File: src/rtl/muldiv_sequencer.sv
// muldiv_sequencer
//    Multi-cycle RV32M execution unit. Multiplies take one registered cycle.
//    Divides and remainders use an iterative restoring divider that resolves
//    DIV_STEPS quotient bits per clock, followed by one sign-fixup cycle.
//    Requests and responses each use a valid/ready handshake.
//
// Ports
//    clk          rising-edge clock
//    rst_n        synchronous active-low reset
//    flush        abort any in-flight operation; the result is discarded
//    req_valid    request present
//    req_ready    block can accept a request (idle and not flushing)
//    req_op       1000 MUL, 1001 DIV, 1010 DIVU, 1011 REM, 1100 REMU,
//                 1101 MULH, 1110 MULHSU, 1111 MULHU (op[3]=0 returns 0)
//    req_a/req_b  rs1 / rs2 operands
//    resp_valid   result available
//    resp_ready   consumer accepts result
//    resp_result  result (hold value outside DONE; qualify with resp_valid)
//    busy         any state other than IDLE
module muldiv_sequencer #(
   parameter int DIV_STEPS = 1
) (
   input  logic        clk,
   input  logic        rst_n,
   input  logic        flush,
   input  logic        req_valid,
   output logic        req_ready,
   input  logic [3:0]  req_op,
   input  logic [31:0] req_a,
   input  logic [31:0] req_b,
   output logic        resp_valid,
   input  logic        resp_ready,
   output logic [31:0] resp_result,
   output logic        busy
);

   generate
      if (DIV_STEPS != 1 && DIV_STEPS != 2 && DIV_STEPS != 4) begin : g_bad_div_steps
         $error("muldiv_sequencer: DIV_STEPS must be 1, 2 or 4");
      end
   endgenerate

   localparam logic [2:0] ST_IDLE = 3'd0;
   localparam logic [2:0] ST_MUL  = 3'd1;
   localparam logic [2:0] ST_DIV  = 3'd2;
   localparam logic [2:0] ST_FIX  = 3'd3;
   localparam logic [2:0] ST_DONE = 3'd4;

   localparam logic [3:0] OP_MUL    = 4'b1000;
   localparam logic [3:0] OP_DIV    = 4'b1001;
   localparam logic [3:0] OP_DIVU   = 4'b1010;
   localparam logic [3:0] OP_REM    = 4'b1011;
   localparam logic [3:0] OP_MULH   = 4'b1101;
   localparam logic [3:0] OP_MULHSU = 4'b1110;
   localparam logic [3:0] OP_MULHU  = 4'b1111;

   // Number of DIV-state cycles needed to resolve all 32 quotient bits.
   localparam logic [5:0] DIV_CYCLES = 6'(32 / DIV_STEPS);

   logic [2:0]  state_reg, state_next;
   logic [3:0]  op_reg, op_next;
   // a_reg: multiplicand, or dividend magnitude shifted out MSB first.
   // b_reg: multiplier, or divisor magnitude.
   logic [31:0] a_reg, a_next;
   logic [31:0] b_reg, b_next;
   logic [31:0] quotient_reg, quotient_next;
   logic [31:0] remainder_reg, remainder_next;
   logic [5:0]  count_reg, count_next;
   logic        neg_q_reg, neg_q_next;
   logic        neg_r_reg, neg_r_next;
   logic [31:0] resp_result_reg, resp_result_next;

   // ------------------------------------------------------------------
   // Request decode
   // ------------------------------------------------------------------
   logic        req_is_mul;
   logic        req_div_signed;
   logic [31:0] req_a_mag;
   logic [31:0] req_b_mag;

   assign req_is_mul = (req_op == OP_MUL) || (req_op == OP_MULH) ||
                       (req_op == OP_MULHSU) || (req_op == OP_MULHU);
   assign req_div_signed = (req_op == OP_DIV) || (req_op == OP_REM);
   // 0x80000000 maps to itself, which is the correct unsigned magnitude.
   assign req_a_mag = (req_div_signed && req_a[31]) ? (~req_a + 32'd1) : req_a;
   assign req_b_mag = (req_div_signed && req_b[31]) ? (~req_b + 32'd1) : req_b;

   // ------------------------------------------------------------------
   // Multiplier: operands extended to 64 bits according to op, then a
   // modular 64x64 multiply gives the exact product in the low 64 bits.
   // ------------------------------------------------------------------
   logic        mul_a_sext;
   logic        mul_b_sext;
   logic [63:0] mul_a_ext;
   logic [63:0] mul_b_ext;
   logic [63:0] product;

   assign mul_a_sext = (op_reg != OP_MULHU) && a_reg[31];
   assign mul_b_sext = ((op_reg == OP_MUL) || (op_reg == OP_MULH)) && b_reg[31];
   assign mul_a_ext  = {{32{mul_a_sext}}, a_reg};
   assign mul_b_ext  = {{32{mul_b_sext}}, b_reg};
   assign product    = mul_a_ext * mul_b_ext;

   // ------------------------------------------------------------------
   // Restoring divider: DIV_STEPS chained steps per clock.
   // ------------------------------------------------------------------
   logic [31:0] rem_chain [0:DIV_STEPS];
   logic [31:0] dvd_chain [0:DIV_STEPS];
   logic [31:0] quo_chain [0:DIV_STEPS];

   assign rem_chain[0] = remainder_reg;
   assign dvd_chain[0] = a_reg;
   assign quo_chain[0] = quotient_reg;

   genvar gi;
   generate
      for (gi = 0; gi < DIV_STEPS; gi++) begin : g_div_step
         logic [32:0] shifted;
         logic [32:0] diff;
         // Partial remainder stays below the divisor, so the shifted value
         // fits in 33 bits and diff[32] is set exactly when shifted < divisor.
         assign shifted = {rem_chain[gi], dvd_chain[gi][31]};
         assign diff    = shifted - {1'b0, b_reg};
         assign rem_chain[gi+1] = diff[32] ? shifted[31:0] : diff[31:0];
         assign dvd_chain[gi+1] = {dvd_chain[gi][30:0], 1'b0};
         assign quo_chain[gi+1] = {quo_chain[gi][30:0], ~diff[32]};
      end
   endgenerate

   // Sign fixup applied in FIX.
   logic [31:0] quotient_fixed;
   logic [31:0] remainder_fixed;
   logic [31:0] fix_result;

   assign quotient_fixed  = neg_q_reg ? (~quotient_reg + 32'd1) : quotient_reg;
   assign remainder_fixed = neg_r_reg ? (~remainder_reg + 32'd1) : remainder_reg;
   assign fix_result = ((op_reg == OP_DIV) || (op_reg == OP_DIVU)) ?
                       quotient_fixed : remainder_fixed;

   // ------------------------------------------------------------------
   // Next-state logic
   // ------------------------------------------------------------------
   always_comb begin
      state_next       = state_reg;
      op_next          = op_reg;
      a_next           = a_reg;
      b_next           = b_reg;
      quotient_next    = quotient_reg;
      remainder_next   = remainder_reg;
      count_next       = count_reg;
      neg_q_next       = neg_q_reg;
      neg_r_next       = neg_r_reg;
      resp_result_next = resp_result_reg;

      if (flush) begin
         // Kill wins over everything, including a pending response handshake.
         state_next = ST_IDLE;
      end else begin
         case (state_reg)
            ST_IDLE: begin
               if (req_valid) begin
                  op_next = req_op;
                  if (!req_op[3]) begin
                     // Integer ALU op routed here by mistake: answer 0.
                     resp_result_next = 32'd0;
                     state_next       = ST_DONE;
                  end else if (req_is_mul) begin
                     a_next     = req_a;
                     b_next     = req_b;
                     state_next = ST_MUL;
                  end else if (req_b == 32'd0) begin
                     resp_result_next = 32'd0;
                     state_next       = ST_DONE;
                  end else begin
                     a_next         = req_a_mag;
                     b_next         = req_b_mag;
                     quotient_next  = 32'd0;
                     remainder_next = 32'd0;
                     count_next     = DIV_CYCLES;
                     neg_q_next     = req_div_signed && (req_a[31] ^ req_b[31]);
                     neg_r_next     = req_div_signed && req_a[31];
                     state_next     = ST_DIV;
                  end
               end
            end
            ST_MUL: begin
               resp_result_next = (op_reg == OP_MUL) ? product[31:0] : product[63:32];
               state_next       = ST_DONE;
            end
            ST_DIV: begin
               remainder_next = rem_chain[DIV_STEPS];
               a_next         = dvd_chain[DIV_STEPS];
               quotient_next  = quo_chain[DIV_STEPS];
               count_next     = count_reg - 6'd1;
               if (count_reg == 6'd1) begin
                  state_next = ST_FIX;
               end
            end
            ST_FIX: begin
               resp_result_next = fix_result;
               state_next       = ST_DONE;
            end
            ST_DONE: begin
               if (resp_ready) begin
                  state_next = ST_IDLE;
               end
            end
            default: begin
               state_next = ST_IDLE;
            end
         endcase
      end
   end

   always_ff @(posedge clk) begin
      if (!rst_n) begin
         state_reg       <= ST_IDLE;
         op_reg          <= 4'd0;
         a_reg           <= 32'd0;
         b_reg           <= 32'd0;
         quotient_reg    <= 32'd0;
         remainder_reg   <= 32'd0;
         count_reg       <= 6'd0;
         neg_q_reg       <= 1'b0;
         neg_r_reg       <= 1'b0;
         resp_result_reg <= 32'd0;
      end else begin
         state_reg       <= state_next;
         op_reg          <= op_next;
         a_reg           <= a_next;
         b_reg           <= b_next;
         quotient_reg    <= quotient_next;
         remainder_reg   <= remainder_next;
         count_reg       <= count_next;
         neg_q_reg       <= neg_q_next;
         neg_r_reg       <= neg_r_next;
         resp_result_reg <= resp_result_next;
      end
   end

   assign req_ready   = (state_reg == ST_IDLE) && !flush;
   assign resp_valid  = (state_reg == ST_DONE);
   assign resp_result = resp_result_reg;
   assign busy        = (state_reg != ST_IDLE);

endmodule

File: config.mk
export PLATFORM = sky130hd
export DESIGN_NAME = muldiv_sequencer
export DESIGN_NICKNAME = d
export VERILOG_FILES = /design/src/rtl/muldiv_sequencer.sv
export SDC_FILE = /design/constraint.sdc
export NUM_CORES = 2
export LEC_CHECK = 0
export ABC_AREA = 1
export CORE_AREA = 2 2 462 235
export DETAILED_ROUTE_END_ITERATION = 8
export DIE_AREA = 0 0 464 237
export PLACE_DENSITY = 0.65
export SYNTH_ARGS = -nofsm -noshare
export SYNTH_HDL_FRONTEND = slang
export SYNTH_SLANG_ARGS = --single-unit
File: constraint.sdc
create_clock -name clk -period 18.4 [get_ports clk]
set_clock_uncertainty 0.05 [all_clocks]
set_input_delay 4.6 -clock clk [delete_from_list [all_inputs] [get_ports clk]]
set_output_delay 4.6 -clock clk [all_outputs]
set_load 0.03 [all_outputs]
Yosys cells after proc, flatten, opt, wreduce, memory -nomap -nowiden
Cells that the tools add are included.
- add/sub/neg operators: 6
- multiply operators: 1
- eq/ne operators: 26
- muxes and demuxes: 37
- bitwise logic cells: 10
- reductions and logical operators: 27
- operators with widths (kind ; count):
    two-way mux 32 bit ; 21
    case mux 32 bit (2 select lines) ; 3
    adder 32 x 1 -> 32 bit (second input constant) ; 4
    inverter 32 bit ; 4
    case mux 32 bit (3 select lines) ; 1
    multiplier 33 x 33 -> 64 bit ; 1
    equality test 4 bit (second input constant) ; 10
    subtractor 33 x 32 -> 33 bit ; 1
    zero test 32 bit ; 1
    two-way mux 6 bit ; 4
    two-way mux 3 bit ; 6
    AND reduction 5 bit ; 3
    inequality test 2 bit (second input constant) ; 6
    case mux 3 bit (4 select lines) ; 1
    case mux 6 bit (2 select lines) ; 1
    AND reduction 6 bit ; 2
    inequality test 3 bit (second input constant) ; 3
    equality test 3 x 2 -> 1 bit (second input constant) ; 2
    equality test 6 x 1 -> 1 bit (second input constant) ; 1
    logical AND 1 bit ; 6
    logical OR 1 bit ; 6
    AND reduction 3 bit ; 2
    nonzero test 3 bit ; 2
    subtractor 6 x 1 -> 6 bit (second input constant) ; 1
    10 further kinds ; 15
- register bits after elaboration: 175
- output and inout port bits: 35
- logic and storage cells: 117

Longest topological paths before layout
- depth after elaboration: 9
- depth in mapped cells: 39
- gate-level depth less buffers: 38

Worst setup path after synthesis
Ideal clock, no wire load.
- path type: input-to-output
- start point: in flush
- end point: out req_ready
- arrival: 5.042 ns
- required time: 13.750 ns
- path slack: 8.708 ns
- stages on the path: 1
- path buffers: 0
- cell sequence: nor2_1
- longest elaborated chain between the ends: 2
- RTL lines (element ; line ; source):
    from (decl) ; 25 ; input logic flush,
    zero test 1 bit ; 241 ; assign req_ready = (state_reg == ST_IDLE) && !flush;
    logical AND 1 bit ; 241 ;
    to (decl) ; 27 ; output logic req_ready,
Every way passes these cells.

Worst setup path after layout
Same ends and word-level chain as after synthesis.

==> flow_summary.ini <==
[power_and_ir_drop]
totalPowerFinal_mw = 1.92
p_leak_nw = 26.8
p_per_area_nw_per_um2 = 34.9
ir_drop_uv = 69.2

[timing]
worstMarginPinSlew_ns = 1.21
slew_headroom = 0.180
setup_tns_ns = 0
finalMaxSlewViolations = 0
clock.fmax_mhz = 94.8
period_share = 0.573
setup_viol = 0
rsz0062_at_grt = no
hold_viol = 0
setup_slack_ns = 7.85
fin_crit_ns = 10.55

[route]
route.detailed.drc = 0
wire_per_inst_um = 22.4
dr.pass1.iters = 6
wirelength_um = 188000
num_vias = 45378
avgViaCountPerCell = 5.43
first_iter_violations = 4651
postRouteAntennaNets = 0

[placement]
place_hpwl_um = 154000
dp_cells = 8323
post-place-ws_ns = 7.85
numPortBuffers = 107
place.gp.congestion = 0.996

[layout]
fillCellCount = 10390
syn_to_final_growth_pct = 5.11
fin_nets = 8357
drive_gt1_frac = 0.0312
layout.cells.non_filler = 8359

[floorplanning]
dieArea_um2 = 110000
ios = 108
rows = 85
start_util = 0.494
die_width_um = 464
core-area_um2 = 106000
die_h_um = 237

[setup_path]
crit_required_ns = 13.75
rr_endpoint = resp_result[21]
cp-endpoint = req_ready
path_class = input port to output port
ff2ff_path_depth = 27
critical_path.max_fanout = 3
worstPathArrival_ns = 5.90
startpoint_type = input port
cp-startpoint = flush
r2r_start = a_reg[31]
endpoint_kind = output port
r2r_setup_slack_ns = 9.13

[clock_tree]
cts_resized = 0
cts_tree = built
ctsLongestPathBuffers = 2
cts_setup_buffers = 0
root_buffer = clkbuf_16
h-tree-depth = 4
clock_sinks = 175
clock_latency_ns = 0.49
hold_buffers = 0
clk_pin_slew_ns = 0.09
cts_buffers = 17

[synth]
syn_area_per_cell_um2 = 7.45
synthCells = 7052
yosysWarnings = 0
ys_types = 56
yosysSeqAreaShare = 0.0667
ys_top_cells_by_count = inv_1 (1770), nand2_1 (1735), fa_1 (1126), nor2_1 (380), a21oi_1 (346)
syn_nets = 8502
yosysMostFrequentCell = inv_1
synth_flop_cell = dfxtp_1
netlist_area_um2 = 52500
ys_ff_latch = 175
yosysTopAreaCellShare = 0.429
yosys-top-cells-area = fa_1 (43%), inv_1 (13%), nand2_1 (12%), dfxtp_1 (6.7%), ha_1 (6.0%)
synth_top_area_cell = fa_1
synth_edf_count = 0
async_reset_ff_frac = 0

[global_route]
overflow = 0
antenna_found_initial = 7
grt_max_degree = 80
grt_use_total = 0.349
grt_pass1_vias = 44907
grt_pass1_wl_um = 285000

[min_path]
min_path_type = register to register
holdPathStages = 2
hp-start = resp_result[12]

[outcome]
status = completed

[run]
max_cap_violations = 0
==> through the flow <==
stage                     utilization  instance area, um2  hold WS [ns]
after floorplan                     -               52500         0.402
after global placement          0.513               54500         0.410
after detailed placement        0.513               54500         0.406
after CTS                       0.519               55200         0.418
after global routing            0.519               55200         0.432
final                           0.519               55200         0.419
==> report_power, final <==
part / internal (mW) / total [mW] / switching (mW)
Combinational: 0.322 / 1.10 / 0.779
Sequential: 0.395 / 0.410 / 0.0147
Clock: 0.210 / 0.412 / 0.202
==> cell usage in the layout (no fill, tap or decap), drive strengths merged, types with 3 or more instances in the layout <==
cell | Yosys | routed
a21boi | 5 | 5
a21o | 12 | 12
a21oi | 352 | 352
a311oi | 3 | 3
a31oi | 34 | 34
buf | 48 | 83
clkbuf | 305 | 17
clkdlybuf4s50 | 0 | 106
clkinv | 2 | 6
dfxtp | 175 | 175
diode | 0 | 4
fa | 1126 | 1126
ha | 251 | 251
inv | 1779 | 1786
nand2 | 1749 | 1749
nand3 | 233 | 233
nand3b | 13 | 13
nand4 | 39 | 39
nor2 | 396 | 396
nor3 | 59 | 59
nor4 | 11 | 11
o211ai | 34 | 34
o21a | 8 | 8
o21ai | 295 | 295
o21bai | 21 | 21
o221ai | 4 | 4
o22ai | 8 | 8
o31ai | 5 | 5
or2 | 12 | 12
xnor2 | 20 | 20
xor2 | 41 | 41
==> layer usage <==
metal  vias up  track usage  routed length [um]
met3       134        0.154               28300
li1      20399            -                   -
met4        10       0.0482                2420
met5         -      0.00260                  58
met2      2356        0.420               65600
met1     22479        0.562               91200
==> worst min-delay path by stage <==
| stage | to | slack, ns |
|---|---|---|
| floorplan | quotient_reg[31] | 0.40 |
| global placement | resp_result[31] | 0.41 |
| detailed placement | resp_result[14] | 0.41 |
| CTS | resp_result[14] | 0.42 |
| global route | resp_result[14] | 0.43 |
| finish | resp_result[12] | 0.42 |
==> layout make-up <==
type / instances / area (um2) / area share
Antenna cell: 4 / 10.0 / 0.000181
Clock buffer: 17 / 425 / 0.00771
Clock inverter: 15 / 214 / 0.00388
Inverter: 1781 / 6690 / 0.121
Multi-Input combinational cell: 4743 / 40900 / 0.741
Sequential cell: 175 / 3500 / 0.0635
Tap cell: 1435 / 1800 / 0.0325
Timing Repair Buffer: 189 / 1680 / 0.0305
==> cells by family (layout without fill, tap and decap cells) <==
logic type / after synthesis / after routing / synth area share
compound gates: 788 / 788 / 0.0823
other cells: 0 / 4 / 0
simple gates: 2517 / 2517 / 0.196
fa+ha+maj: 1377 / 1377 / 0.489
buf+inv: 2134 / 2002 / 0.155
flops: 175 / 175 / 0.0667
xor+xnor: 61 / 61 / 0.0102
==> worst max-delay path, cell delays in order <==
cell and delay, ns:
clkdlybuf4s50_1 0.44, nor2_1 0.16, clkdlybuf4s50_1 0.70
Power figures use the tool's default switching activity.
